===== config.mk =====
export PLATFORM = sky130hd
export DESIGN_NAME = multicore_task_scheduler
export DESIGN_NICKNAME = d
export VERILOG_FILES = /design/src/rtl/sched_pkg.sv /design/src/rtl/prio_fifo.sv /design/src/rtl/multicore_task_scheduler.sv
export SDC_FILE = /design/constraint.sdc
export NUM_CORES = 1
export LEC_CHECK = 0
export CAP_MARGIN = 20
export CORE_MARGIN = 2
export CORE_UTILIZATION = 40
export DETAILED_ROUTE_END_ITERATION = 10
export MAX_ROUTING_LAYER = met4
export PLACE_DENSITY = 0.6
export SLEW_MARGIN = 20
export SYNTH_ARGS = -nofsm -noshare
export SYNTH_HDL_FRONTEND = slang
export SYNTH_HIERARCHICAL = 1
export SYNTH_SLANG_ARGS = --single-unit

===== constraint.sdc =====
create_clock -name clk -period 8 [get_ports clk]
set_input_delay 1.6 -clock clk [delete_from_list [all_inputs] [get_ports clk]]
set_output_delay 1.6 -clock clk [all_outputs]
set_load 0.05 [all_outputs]

===== src/rtl/sched_pkg.sv =====
// Shared types, default widths and the width helper for the task scheduler.
package sched_pkg;

  localparam int DEF_NUM_CORES = 4;
  localparam int DEF_NUM_PRIO  = 4;
  localparam int DEF_Q_DEPTH   = 16;
  localparam int DEF_DUR_W     = 8;
  localparam int DEF_TAG_W     = 8;

  // One queued task at the default widths: duration in the upper field, tag in the lower.
  typedef struct packed {
    logic [DEF_DUR_W-1:0] dur;
    logic [DEF_TAG_W-1:0] tag;
  } task_entry_t;

  // Bits needed to index n items; never less than 1 so single-item selects stay legal.
  function automatic int clog2(input int n);
    int r;
    r = 1;
    while ((1 << r) < n) r++;
    return r;
  endfunction

endpackage


===== src/rtl/prio_fifo.sv =====
// Synchronous FIFO for one priority level; full/empty come from an extra wrap bit on the pointers.
module prio_fifo
  import sched_pkg::*;
#(
  parameter int W     = 16,
  parameter int DEPTH = 16
) (
  input  logic         clk,
  input  logic         reset_n,
  input  logic         push_i,
  input  logic         pop_i,
  input  logic [W-1:0] din_i,
  output logic [W-1:0] dout_o,
  output logic         full_o,
  output logic         empty_o
);

  localparam int AW = clog2(DEPTH);

  logic [AW:0]  wr_q, wr_d;
  logic [AW:0]  rd_q, rd_d;
  logic [W-1:0] mem_q [DEPTH];

  assign full_o  = (wr_q[AW] != rd_q[AW]) && (wr_q[AW-1:0] == rd_q[AW-1:0]);
  assign empty_o = (wr_q == rd_q);
  assign dout_o  = mem_q[rd_q[AW-1:0]];

  // Advance pointers on guarded push/pop; both may move in the same cycle.
  always_comb begin
    wr_d = wr_q;
    rd_d = rd_q;
    if (push_i && !full_o) wr_d = wr_q + (AW+1)'(1);
    if (pop_i && !empty_o) rd_d = rd_q + (AW+1)'(1);
  end

  // Pointer registers; clearing both empties the FIFO.
  always_ff @(posedge clk or negedge reset_n) begin
    if (!reset_n) begin
      wr_q <= '0;
      rd_q <= '0;
    end else begin
      wr_q <= wr_d;
      rd_q <= rd_d;
    end
  end

  // Storage write; contents need no reset because the pointers define validity.
  always_ff @(posedge clk) begin
    if (push_i && !full_o) mem_q[wr_q[AW-1:0]] <= din_i;
  end

endmodule


===== src/rtl/multicore_task_scheduler.sv =====
// Priority task scheduler: per-level FIFOs feed one dispatch per cycle to the
// lowest-indexed free enabled core, which then counts its task down to completion.
module multicore_task_scheduler
  import sched_pkg::*;
#(
  parameter int NUM_CORES = 4,
  parameter int NUM_PRIO  = 4,
  parameter int Q_DEPTH   = 16,
  parameter int DUR_W     = 8,
  parameter int TAG_W     = 8
) (
  input  logic                          clk,
  input  logic                          reset_n,
  input  logic                          task_valid,
  output logic                          task_ready,
  input  logic [clog2(NUM_PRIO)-1:0]    task_prio,
  input  logic [DUR_W-1:0]              task_dur,
  output logic [TAG_W-1:0]              task_tag,
  input  logic [NUM_CORES-1:0]          core_enable,
  output logic [NUM_CORES-1:0]          core_busy,
  output logic [NUM_CORES*DUR_W-1:0]    core_remaining,
  output logic [NUM_CORES-1:0]          core_done,
  output logic [NUM_CORES*TAG_W-1:0]    core_tag,
  output logic                          disp_valid,
  output logic [clog2(NUM_CORES)-1:0]   disp_core,
  output logic [clog2(NUM_PRIO)-1:0]    disp_prio,
  output logic [NUM_PRIO-1:0]           q_empty
);

  localparam int PW = clog2(NUM_PRIO);
  localparam int CW = clog2(NUM_CORES);
  localparam int EW = DUR_W + TAG_W;

  logic [NUM_PRIO-1:0]  push, pop, full, empty;
  logic [EW-1:0]        head [NUM_PRIO];
  logic [DUR_W-1:0]     dur_eff;
  logic                 accept;

  logic [TAG_W-1:0]     tag_q, tag_d;
  logic                 disp_valid_q, disp_valid_d;
  logic [CW-1:0]        disp_core_q, disp_core_d;
  logic [PW-1:0]        disp_prio_q, disp_prio_d;

  logic [NUM_CORES-1:0] busy_q, busy_d;
  logic [NUM_CORES-1:0] done_q, done_d;
  logic [DUR_W-1:0]     rem_q  [NUM_CORES];
  logic [DUR_W-1:0]     rem_d  [NUM_CORES];
  logic [TAG_W-1:0]     ctag_q [NUM_CORES];
  logic [TAG_W-1:0]     ctag_d [NUM_CORES];

  logic [NUM_CORES-1:0] free;
  logic                 lvl_any, core_any, do_disp;
  logic [PW-1:0]        lvl_sel;
  logic [CW-1:0]        core_sel;
  logic [EW-1:0]        head_sel;

  // A zero duration still occupies a core for one cycle.
  assign dur_eff = (task_dur == '0) ? DUR_W'(1) : task_dur;
  assign accept  = task_valid && task_ready;

  // Ready reflects the pre-pop fullness of the addressed level only.
  always_comb begin
    task_ready = 1'b0;
    for (int p = 0; p < NUM_PRIO; p++) begin
      if (task_prio == PW'(p)) task_ready = !full[p];
    end
  end

  // Steer an accepted task to its level's FIFO.
  always_comb begin
    for (int p = 0; p < NUM_PRIO; p++) push[p] = accept && (task_prio == PW'(p));
  end

  for (genvar p = 0; p < NUM_PRIO; p++) begin : g_fifo
    prio_fifo #(
      .W     (EW),
      .DEPTH (Q_DEPTH)
    ) u_fifo (
      .clk     (clk),
      .reset_n (reset_n),
      .push_i  (push[p]),
      .pop_i   (pop[p]),
      .din_i   ({dur_eff, tag_q}),
      .dout_o  (head[p]),
      .full_o  (full[p]),
      .empty_o (empty[p])
    );
  end

  // Priority encoder: the highest non-empty level wins (later iterations override).
  always_comb begin
    lvl_any  = 1'b0;
    lvl_sel  = '0;
    head_sel = '0;
    for (int p = 0; p < NUM_PRIO; p++) begin
      if (!empty[p]) begin
        lvl_any  = 1'b1;
        lvl_sel  = PW'(p);
        head_sel = head[p];
      end
    end
  end

  assign free = ~busy_q & core_enable;

  // Lowest-indexed free core finder (scan downward so the lowest index lands last).
  always_comb begin
    core_any = 1'b0;
    core_sel = '0;
    for (int c = NUM_CORES - 1; c >= 0; c--) begin
      if (free[c]) begin
        core_any = 1'b1;
        core_sel = CW'(c);
      end
    end
  end

  assign do_disp = lvl_any && core_any;

  // Pop exactly the level being dispatched.
  always_comb begin
    for (int p = 0; p < NUM_PRIO; p++) pop[p] = do_disp && (lvl_sel == PW'(p));
  end

  // Tag counter and dispatch report next state.
  always_comb begin
    tag_d        = accept ? tag_q + TAG_W'(1) : tag_q;
    disp_valid_d = do_disp;
    disp_core_d  = do_disp ? core_sel : disp_core_q;
    disp_prio_d  = do_disp ? lvl_sel  : disp_prio_q;
  end

  // Per-core execution: load on dispatch, count down while busy, pulse done on 1->0.
  always_comb begin
    busy_d = busy_q;
    done_d = '0;
    for (int c = 0; c < NUM_CORES; c++) begin
      rem_d[c]  = rem_q[c];
      ctag_d[c] = ctag_q[c];
      if (do_disp && (core_sel == CW'(c))) begin
        busy_d[c] = 1'b1;
        rem_d[c]  = head_sel[EW-1 -: DUR_W];
        ctag_d[c] = head_sel[TAG_W-1:0];
      end else if (busy_q[c]) begin
        if (rem_q[c] == DUR_W'(1)) begin
          busy_d[c] = 1'b0;
          rem_d[c]  = '0;
          done_d[c] = 1'b1;
        end else begin
          rem_d[c] = rem_q[c] - DUR_W'(1);
        end
      end
    end
  end

  // State registers; reset discards running work without a completion pulse.
  always_ff @(posedge clk or negedge reset_n) begin
    if (!reset_n) begin
      tag_q        <= '0;
      disp_valid_q <= 1'b0;
      disp_core_q  <= '0;
      disp_prio_q  <= '0;
      busy_q       <= '0;
      done_q       <= '0;
      for (int c = 0; c < NUM_CORES; c++) begin
        rem_q[c]  <= '0;
        ctag_q[c] <= '0;
      end
    end else begin
      tag_q        <= tag_d;
      disp_valid_q <= disp_valid_d;
      disp_core_q  <= disp_core_d;
      disp_prio_q  <= disp_prio_d;
      busy_q       <= busy_d;
      done_q       <= done_d;
      for (int c = 0; c < NUM_CORES; c++) begin
        rem_q[c]  <= rem_d[c];
        ctag_q[c] <= ctag_d[c];
      end
    end
  end

  for (genvar c = 0; c < NUM_CORES; c++) begin : g_core_out
    assign core_remaining[c*DUR_W +: DUR_W] = rem_q[c];
    assign core_tag[c*TAG_W +: TAG_W]       = ctag_q[c];
  end

  assign task_tag   = tag_q;
  assign core_busy  = busy_q;
  assign core_done  = done_q;
  assign disp_valid = disp_valid_q;
  assign disp_core  = disp_core_q;
  assign disp_prio  = disp_prio_q;
  assign q_empty    = empty;

endmodule


Word level (Yosys, flattened, before mapping) --
Memory sizes are Yosys's and may differ from the RTL's. Index checks and enable logic that the tools add are counted.
Cells by class: add/sub/neg operators 13, equal/unequal tests 25, multiplexer cells 68, bitwise gates (word level) 2, reduce and logical (&&, ||, !) cells 42
Operators with widths (count):
- $mux W8 | 13
- $mux W16 | 4
- $mux W1 | 45
- $add A5 B1 Y5 const B | 8
- $eq A8 B1 Y1 const B | 4
- $sub A8 B1 Y8 const B | 4
- $logic_and A1 B1 Y1 | 26
- $eq A5 B5 Y1 | 4
- $eq A4 B4 Y1 | 4
- $eq A2 B2 Y1 const B | 6
- $mux W2 | 6
- $add A8 B1 Y8 const B | 1
- $logic_not A1 Y1 | 8
- $logic_not A8 Y1 | 1
- $reduce_bool A2 Y1 | 4
- $eq A2 B1 Y1 const B | 3
- $logic_not A2 Y1 | 3
- $and A4 B4 Y4 | 1
- $ne A1 B1 Y1 | 4
- $not A4 Y4 | 1
Word-level totals: flip-flop bits (word level) 125, bits in writable memories 1024, input bits 17, output and inout port bits 90, logic and storage cells 176, memories 4
Memories:
- g_fifo[0].u_fifo.mem_q | words 16, bits a word 16, read ports 1, clocked after Yosys merged registers in 0, write ports 1, line prio_fifo.sv:22 | logic [W-1:0] mem_q [DEPTH];
- g_fifo[1].u_fifo.mem_q | words 16, bits a word 16, read ports 1, clocked after Yosys merged registers in 0, write ports 1, line prio_fifo.sv:22
- g_fifo[2].u_fifo.mem_q | words 16, bits a word 16, read ports 1, clocked after Yosys merged registers in 0, write ports 1, line prio_fifo.sv:22
- g_fifo[3].u_fifo.mem_q | words 16, bits a word 16, read ports 1, clocked after Yosys merged registers in 0, write ports 1, line prio_fifo.sv:22

Longest topological paths before layout --
Gate-level depths: netlist of the first run.
depth after elaboration 12, mapped depth 15, gate-level depth less buffers 10

By module --
The synthesis of the first run kept the hierarchy.
By module, submodules not included:
- prio_fifo (g_fifo[1].u_fifo ...) | instances 2, cells each 472, area an instance 10284.9 um^2, sequential area each 7937.6 um^2
- prio_fifo (g_fifo[3].u_fifo) | instances 1, cells each 478, area an instance 10347.4 um^2, sequential area each 7937.6 um^2
- prio_fifo (g_fifo[0].u_fifo) | instances 1, cells each 472, area an instance 10294.9 um^2, sequential area each 7937.6 um^2
- multicore_task_scheduler | instances 1, cells each 492, area an instance 4471.8 um^2, sequential area each 2127.0 um^2

Least setup slack after synthesis of the first run --
No wires, ideal clock.
path kind in2reg, start input task_prio[0], end memory g_fifo[0].u_fifo.mem_q[2][0] (enable), library setup time 0.430 ns, arrival time 4.613 ns, data required time 7.570 ns, path slack 2.957 ns, stages 6, buffers on the path 1, path through mux4_2 -> nor2b_2 -> buf_6 -> nor3b_1 -> nand2_1 -> nor4_1
On the way: longest elaborated chain between the ends 10, elaborated cells between the ends (all ways) 13, those cells by class 3 x eq/ne; 6 x mux; 4 x reduce/logical
Ends and longest elaborated chain:
- from (decl) | line multicore_task_scheduler.sv:16 | input logic [clog2(NUM_PRIO)-1:0] task_prio,
- $logic_not A2 Y1 | line multicore_task_scheduler.sv:65, multicore_task_scheduler.sv:71
- $mux W1 (4 in a row) | line multicore_task_scheduler.sv:65 | if (task_prio == PW'(p)) task_ready = !full[p];
- $logic_and A1 B1 Y1 | line multicore_task_scheduler.sv:59 | assign accept = task_valid && task_ready;
- $logic_and A1 B1 Y1 * | line multicore_task_scheduler.sv:71 | for (int p = 0; p < NUM_PRIO; p++) push[p] = accept && (task_prio == PW'(p));
- net push[0] | line multicore_task_scheduler.sv:34 | logic [NUM_PRIO-1:0] push, pop, full, empty;
- $logic_and A1 B1 Y1 * | line prio_fifo.sv:49 | if (push_i && !full_o) mem_q[wr_q[AW-1:0]] <= din_i;
- $mux W1 * | line prio_fifo.sv:49
- $mux W1 (not written as such) * | line prio_fifo.sv:49
- to (decl) | line prio_fifo.sv:22
Mark *: on every way through the listed nets, which the timed path passes. The rest lies on a longest branch.

Worst setup path in the final report of the first run --
start register g_fifo[0].u_fifo.rd_q[2], end output task_ready
On the way: longest elaborated chain between the ends 7
Ends and longest elaborated chain:
- from (decl) | line prio_fifo.sv:21 | logic [AW:0] rd_q, rd_d;
- from (signal assigned) | line prio_fifo.sv:43 | rd_q <= rd_d;
- $eq A4 B4 Y1 | line prio_fifo.sv:24 | assign full_o = (wr_q[AW] != rd_q[AW]) && (wr_q[AW-1:0] == rd_q[AW-1:0]);
- $logic_and A1 B1 Y1 | line prio_fifo.sv:24
- net full[0] | line multicore_task_scheduler.sv:34
- $logic_not A1 Y1 | line multicore_task_scheduler.sv:65
- $mux W1 (4 in a row) | line multicore_task_scheduler.sv:65
- to (decl) | line multicore_task_scheduler.sv:15 | output logic task_ready,
The timed path passes the listed nets, and every way through them passes these cells.

==> results of run 1 <==
[state kept, by name, summed over array words and instances, names as in the netlist]
| signal | count |
|---|---|
| g_fifo.u_fifo/mem_q | 1024 |
| core_remaining | 32 |
| disp_valid | 1 |
| g_fifo.u_fifo/wr_q | 20 |
| core_done | 4 |
| disp_core | 2 |
| g_fifo.u_fifo/rd_q | 20 |
| task_tag | 8 |
| core_busy | 4 |
| disp_prio | 2 |
| core_tag | 32 |
[where the power goes]
group	internal, mW	switching (mW)
logic	0.798	1.88
clock network	2.96	2.22
registers	7.11	0.331
total	10.9	4.43
[synth_stat cells, drive strengths merged (26+ instances only)]
| master | n |
|---|---|
| a21oi | 41 |
| nor3 | 51 |
| o22ai | 129 |
| ha | 29 |
| buf | 95 |
| xnor2 | 50 |
| clkbuf | 41 |
| mux4 | 257 |
| nand2 | 96 |
| inv | 26 |
| edfxtp | 1024 |
| nor2 | 132 |
| o21ai | 69 |
| dfrtp | 125 |
[final cells by class]
cell class                      count  area share [%]
Multi-Input combinational cell   1074            21.2
Timing Repair Buffer              202            3.34
Clock buffer                      146            5.85
Inverter                           27           0.193
Clock inverter                     67            1.10
Tap cell                         1500            3.58
Sequential cell                  1149            64.7
Antenna cell                        2         0.00955
[layer usage]
metal	GRT usage [%]	vias up
met3	3.30	162
met1	28.4	12400
li1	-	10100
met2	28.5	1031
met4	6.00	0
met5	-	-
[tightest hold or removal path, stage by stage (launching register included)]
cell     delay [ns]
dfrtp_1        0.34
nand2_1        0.04
o21ai_0        0.06
[final timing paths]
path	to	cells after the start	startpoint
min reg2reg	core_tag[5]	2	core_tag[5]
max	task_ready	7	g_fifo[0].u_fifo/rd_q[2]
min	core_tag[5]	2	core_tag[5]
max reg2reg	g_fifo[0].u_fifo/mem_q[12][9]	10	g_fifo[1].u_fifo/rd_q[0]
max in group asynchronous	g_fifo[3].u_fifo/rd_q[1]	2	reset_n
min in group asynchronous	core_done[3]	1	reset_n
[logic make-up after synthesis]
kind of cell               after synthesis  synth area share, %
AOI/OAI and AO/OA                      322                 4.61
xor gates and xnor gates                55                 1.14
adders and majority gates               29                0.794
buffers and inverters                  163                 2.02
DFF                                   1149                 74.2
muxes                                  277                 13.2
and+or+nand+nor                        391                 4.09
[metrics by stage]
stage / cells / setup WS (ns)
4_1_cts: 4165 / 1.91
6_report: 4167 / 2.00
5_1_grt: 4166 / 1.76
3_5_place_dp: 3952 / 2.63
3_3_place_gp: 3952 / 2.32
2_1_floorplan: 2386 / 2.96
==> run metrics, run 1 <==
run status=finished clean; wire length per cell=26.6 um; Ports=107; Placed Area=48800 um2; top_reg_cell synth=edfxtp_1; Post-synth ARST share=10.9%; total CTS buffers=115; area of the mapped netlist=45700 um2; commonest non-fill, non-tap cells in the layout=edfxtp_1, mux4_2, o22ai_1; DR WL met3=8970 um; Sum Neg Setup Slack=0 ns; Power Total=15.3 mW; 1st-pass router iterations=6; Worst Max-Slew Pin Slew=1.13 ns; post-route design area=52400 um2; count of final setup violators=0; share of the synthesized area in the top cell type=67.3%; final hold vios=0; post-synth top area cell=edfxtp_1; Slew Viols, Final=0; PwrDens=292 nW/um2; met2 routed wirelength=50200 um; yosys warns=6; setup slack, reg-to-reg=2.99 ns; H-tree lvl count=3; final WL=111000 um; syn nets=2432; starting density of the core=40.4%; worst clock skew=0.0190 ns; layout cells sized above 1=23.9%; Netlist cell types=68; Area Growth Syn to Fin=14.7%; gr usage total=19.6%; post-CTS resize count=0; clock latency on the worst-skew pair=0.69 ns; Synth area leaders=edfxtp_1, mux4_2, dfrtp_1, o22ai_1, nor2_1; VDD IR max=0.175 mV; initial DRC count=2908; uppermost layer routed=met4; slowest CP cell=nor2_2; nets=2615; total of max-cap violations=0; Sinks on Clock Net=1149; CP Cell Sequence=buf_4 > xnor2_1 > nand4_1 > nor2_2 > mux4_2 > inv_1 > clkdlybuf4s50_1; clk root buf=clkbuf_16; type of origin of the critical path=register; Syn Area/Cell=19.1 um2; DP HPWL=66200 um; core area=113000 um2; maximum clock rate=167 MHz; CTS tree=yes; post-CTS setup buffers=0; die area=117000 um2; crit path DAT=4.40 ns; commonest non-fill, non-tap cell in the layout=edfxtp_1; worst path bufs/invs=3; Leak=16.6 nW; FP Rows=123; vias per cell=5.69; Reg clk slew, reported paths=0.06 ns; Routed Antenna Nets=0; Vias=23700; Die X-Extent=342 um; number of global-route vias before repair=23700; Port-buffer cells=106; hold buffer count at cts=0; crit path kind=reg -> out; Clock Path Buffers=3; crit-path max cell delay=1.03 ns; kind of cell adding the most delay to the critical path=simple AND/OR/NAND/NOR gates; final core occ=46.4%; fill cell count=9406; DRC=0; hold slack=0.478 ns; cell count after synthesis=2386; chip height=342 um; Final min period=6.00 ns; Slew headroom=24.8%; RSZ-0062 raised after global routing=no; Critical Path RT=6.40 ns; GPL Wtd Cong=0.867; largest net degree at the start of global routing=78; Hold/Removal Path Class=reg -> reg; area of the multi-input gates=11100 um2; register bit count reported by yosys=1149; Reg area=33900 um2; global-route wire length before repair=163000 um; CP Max Fanout=38; initial antenna violation count=5; CP endpoint kind=output port; grt total ovfl=0; DRT met1 WL=48700 um; sequential area share after synthesis=74.2%; fin crit share=75.0%; EDFF count, synth=1024
Power figures use the tool's default switching activity.
==> inputs of run 2 (changes only) <==
--- a/config.mk
+++ b/config.mk
@@ -10,7 +10,7 @@
 export CORE_UTILIZATION = 40
 export DETAILED_ROUTE_END_ITERATION = 10
 export MAX_ROUTING_LAYER = met4
-export PLACE_DENSITY = 0.6
+export PLACE_DENSITY = 0.62
 export SLEW_MARGIN = 20
 export SYNTH_ARGS = -nofsm -noshare
 export SYNTH_HDL_FRONTEND = slang
==> constraint.sdc (replaced) <==
create_clock -name clk -period 4.9 [get_ports clk]
set_input_delay 0.98 -clock clk [delete_from_list [all_inputs] [get_ports clk]]
set_output_delay 0.98 -clock clk [all_outputs]
set_load 0.05 [all_outputs]
==> run metrics, run 2 (synthesis results as in run 1) <==
routing usage on met3=3.27% (was 3.30%); met2 usage=28.3% (was 28.5%); crit path kind=reg -> out (unchanged); crit-path max cell delay=0.93 ns (was 1.03 ns); crit path launch=g_fifo[0].u_fifo/wr_q[2] (was g_fifo[0].u_fifo/rd_q[2]); starting density of the core=40.4% (unchanged); Routed Antenna Nets=0 (unchanged); Worst Max-Slew Pin Slew=1.11 ns (was 1.13 ns); RSZ-0062 raised after global routing=no (unchanged); clock latency on the worst-skew pair=0.70 ns (was 0.69 ns); commonest non-fill, non-tap cell in the layout=edfxtp_1 (unchanged); initial DRC count=2762 (was 2908); DRC=0 (unchanged); chip height=342 um (unchanged); layout cells sized above 1=24.8% (was 23.9%); Slew headroom=26.0% (was 24.8%); M1 GR Usage=27.9% (was 28.4%); gr usage total=19.4% (was 19.6%); hold buffer count at cts=0 (unchanged); die area=117000 um2 (unchanged); crit path DAT=3.18 ns (was 4.40 ns); Reg clk slew, reported paths=0.06 ns (about the same); fin cells=4197 (was 4167); pre-CTS setup slack=0.391 ns (was 2.63 ns); Final Worst Setup Slack=0.745 ns (was 2.00 ns); Port-buffer cells=106 (unchanged); worst reg2reg path startpoint=g_fifo[3].u_fifo/wr_q[3] (was g_fifo[1].u_fifo/rd_q[0]); CP Max Fanout=11 (was 38); count of final setup violators=0 (unchanged); type of origin of the critical path=register (unchanged); run status=finished clean (unchanged); FP Rows=123 (unchanged); CP Cell Sequence=xnor2_1 > nand4_1 > buf_4 > nor2_1 > clkdlybuf4s50_1 (was buf_4 > xnor2_1 > nand4_1 > nor2_2 > mux4_2 > inv_1 > clkdlybuf4s50_1); final hold vios=0 (unchanged); CP endpoint kind=output port (unchanged); Sinks on Clock Net=1149 (unchanged); CTS tree=yes (unchanged); number of global-route vias before repair=23600 (was 23700); initial antenna violation count=4 (was 5); 1st-pass router iterations=6 (unchanged); PwrDens=485 nW/um2 (was 292 nW/um2); total of max-cap violations=0 (unchanged); global-route wire length before repair=162000 um (was 163000 um); Slew Viols, Final=0 (unchanged); DP HPWL=67300 um (was 66200 um); Area Growth Syn to Fin=15.7% (was 14.7%); slowest CP cell=clkdlybuf4s50_1 (was nor2_2); final WL=110000 um (was 111000 um); Final min period=4.16 ns; Sum Neg Setup Slack=0 ns (unchanged); fill cell count=9362 (was 9406); largest net degree at the start of global routing=75 (was 78); GR peak layer=met2 (unchanged); Vias=23900 (was 23700); post-CTS setup buffers=0 (unchanged); H-tree lvl count=3 (unchanged); Ports=107 (unchanged); Largest register FFs=1024 (unchanged); post-CTS resize count=0 (unchanged); Die X-Extent=342 um (unchanged); grt total ovfl=0 (unchanged); core area=113000 um2 (unchanged); Critical Path RT=3.92 ns (was 6.40 ns); placed cells=3977 (was 3952); Leak=16.9 nW (was 16.6 nW); wire length per cell=26.3 um (was 26.6 um); Clock Path Buffers=3 (unchanged); GPL Wtd Cong=0.880 (was 0.867); total CTS buffers=114 (was 115); Hold/Removal Path Class=in -> async (was reg -> reg); vias per cell=5.70 (was 5.69); maximum clock rate=241 MHz; fin crit share=84.8%; commonest non-fill, non-tap cells in the layout=edfxtp_1, mux4_2, o22ai_1 (unchanged); nets=2639 (was 2615); final core occ=46.8% (was 46.4%); VDD IR max=0.314 mV (was 0.175 mV); worst clock skew=0.0457 ns (was 0.0190 ns); clk root buf=clkbuf_16 (unchanged)
[run 2: path summary, 6_finish.rpt]
kind                       cells past startpoint  slack (ns)                             to
max                                            5        0.74                     q_empty[0]
min                                            1        0.34             core_remaining[11]
max reg2reg                                   10        0.86  g_fifo[1].u_fifo/mem_q[14][2]
min reg2reg                                    2        0.48                   core_tag[11]
max in group asynchronous                      2        3.56       g_fifo[1].u_fifo/rd_q[1]
min in group clk                               2        0.48                   core_tag[11]
[run 2: power breakdown]
group	total (mW)	internal, mW	switching (mW)	leakage (nW)
sequential	12.1	11.6	0.475	10.7
clock	9.01	5.31	3.69	1.91
combinational	4.53	1.40	3.13	4.20
[run 2: area by class of cell]
cell class	count	area [um2]	share of cell area, %
multi-input cells	1074	11100	21.0
well taps	1500	1880	3.55
clock inverters	69	846	1.60
flip-flops and latches	1149	33900	64.2
repair buffers	227	1940	3.67
diodes	4	10.0	0.0189
inverters	27	101	0.192
clock buffers	147	3060	5.78
[run 2: stage by stage]
stage | hold WS [ns] | power [mW] | cell area (um2)
floorplan | 0.533 | 14.8 | 45700
global placement | 0.460 | 16.6 | 48900
detailed placement | 0.474 | 16.8 | 48900
CTS | 0.335 | 25.8 | 52800
global route | 0.366 | 26.5 | 52900
finish | 0.339 | 25.6 | 52900
[run 2: worst max-delay path, delay by kind of cell, from the launching register on]
kind,cells,cell delay (ns)
buf+inv,2,1.12
xor+xnor,1,0.17
simple gates,2,0.58
flops,1,0.60
[run 2: metal layers]
layer / share of wire (%) / wire (um) / up-vias
li1: - / - / 10100
met1: 43 / 47900 / 12500
met2: 46 / 50400 / 1132
met3: 8.1 / 8930 / 160
met4: 3.0 / 3320 / 0
met5: 0 / 0 / -
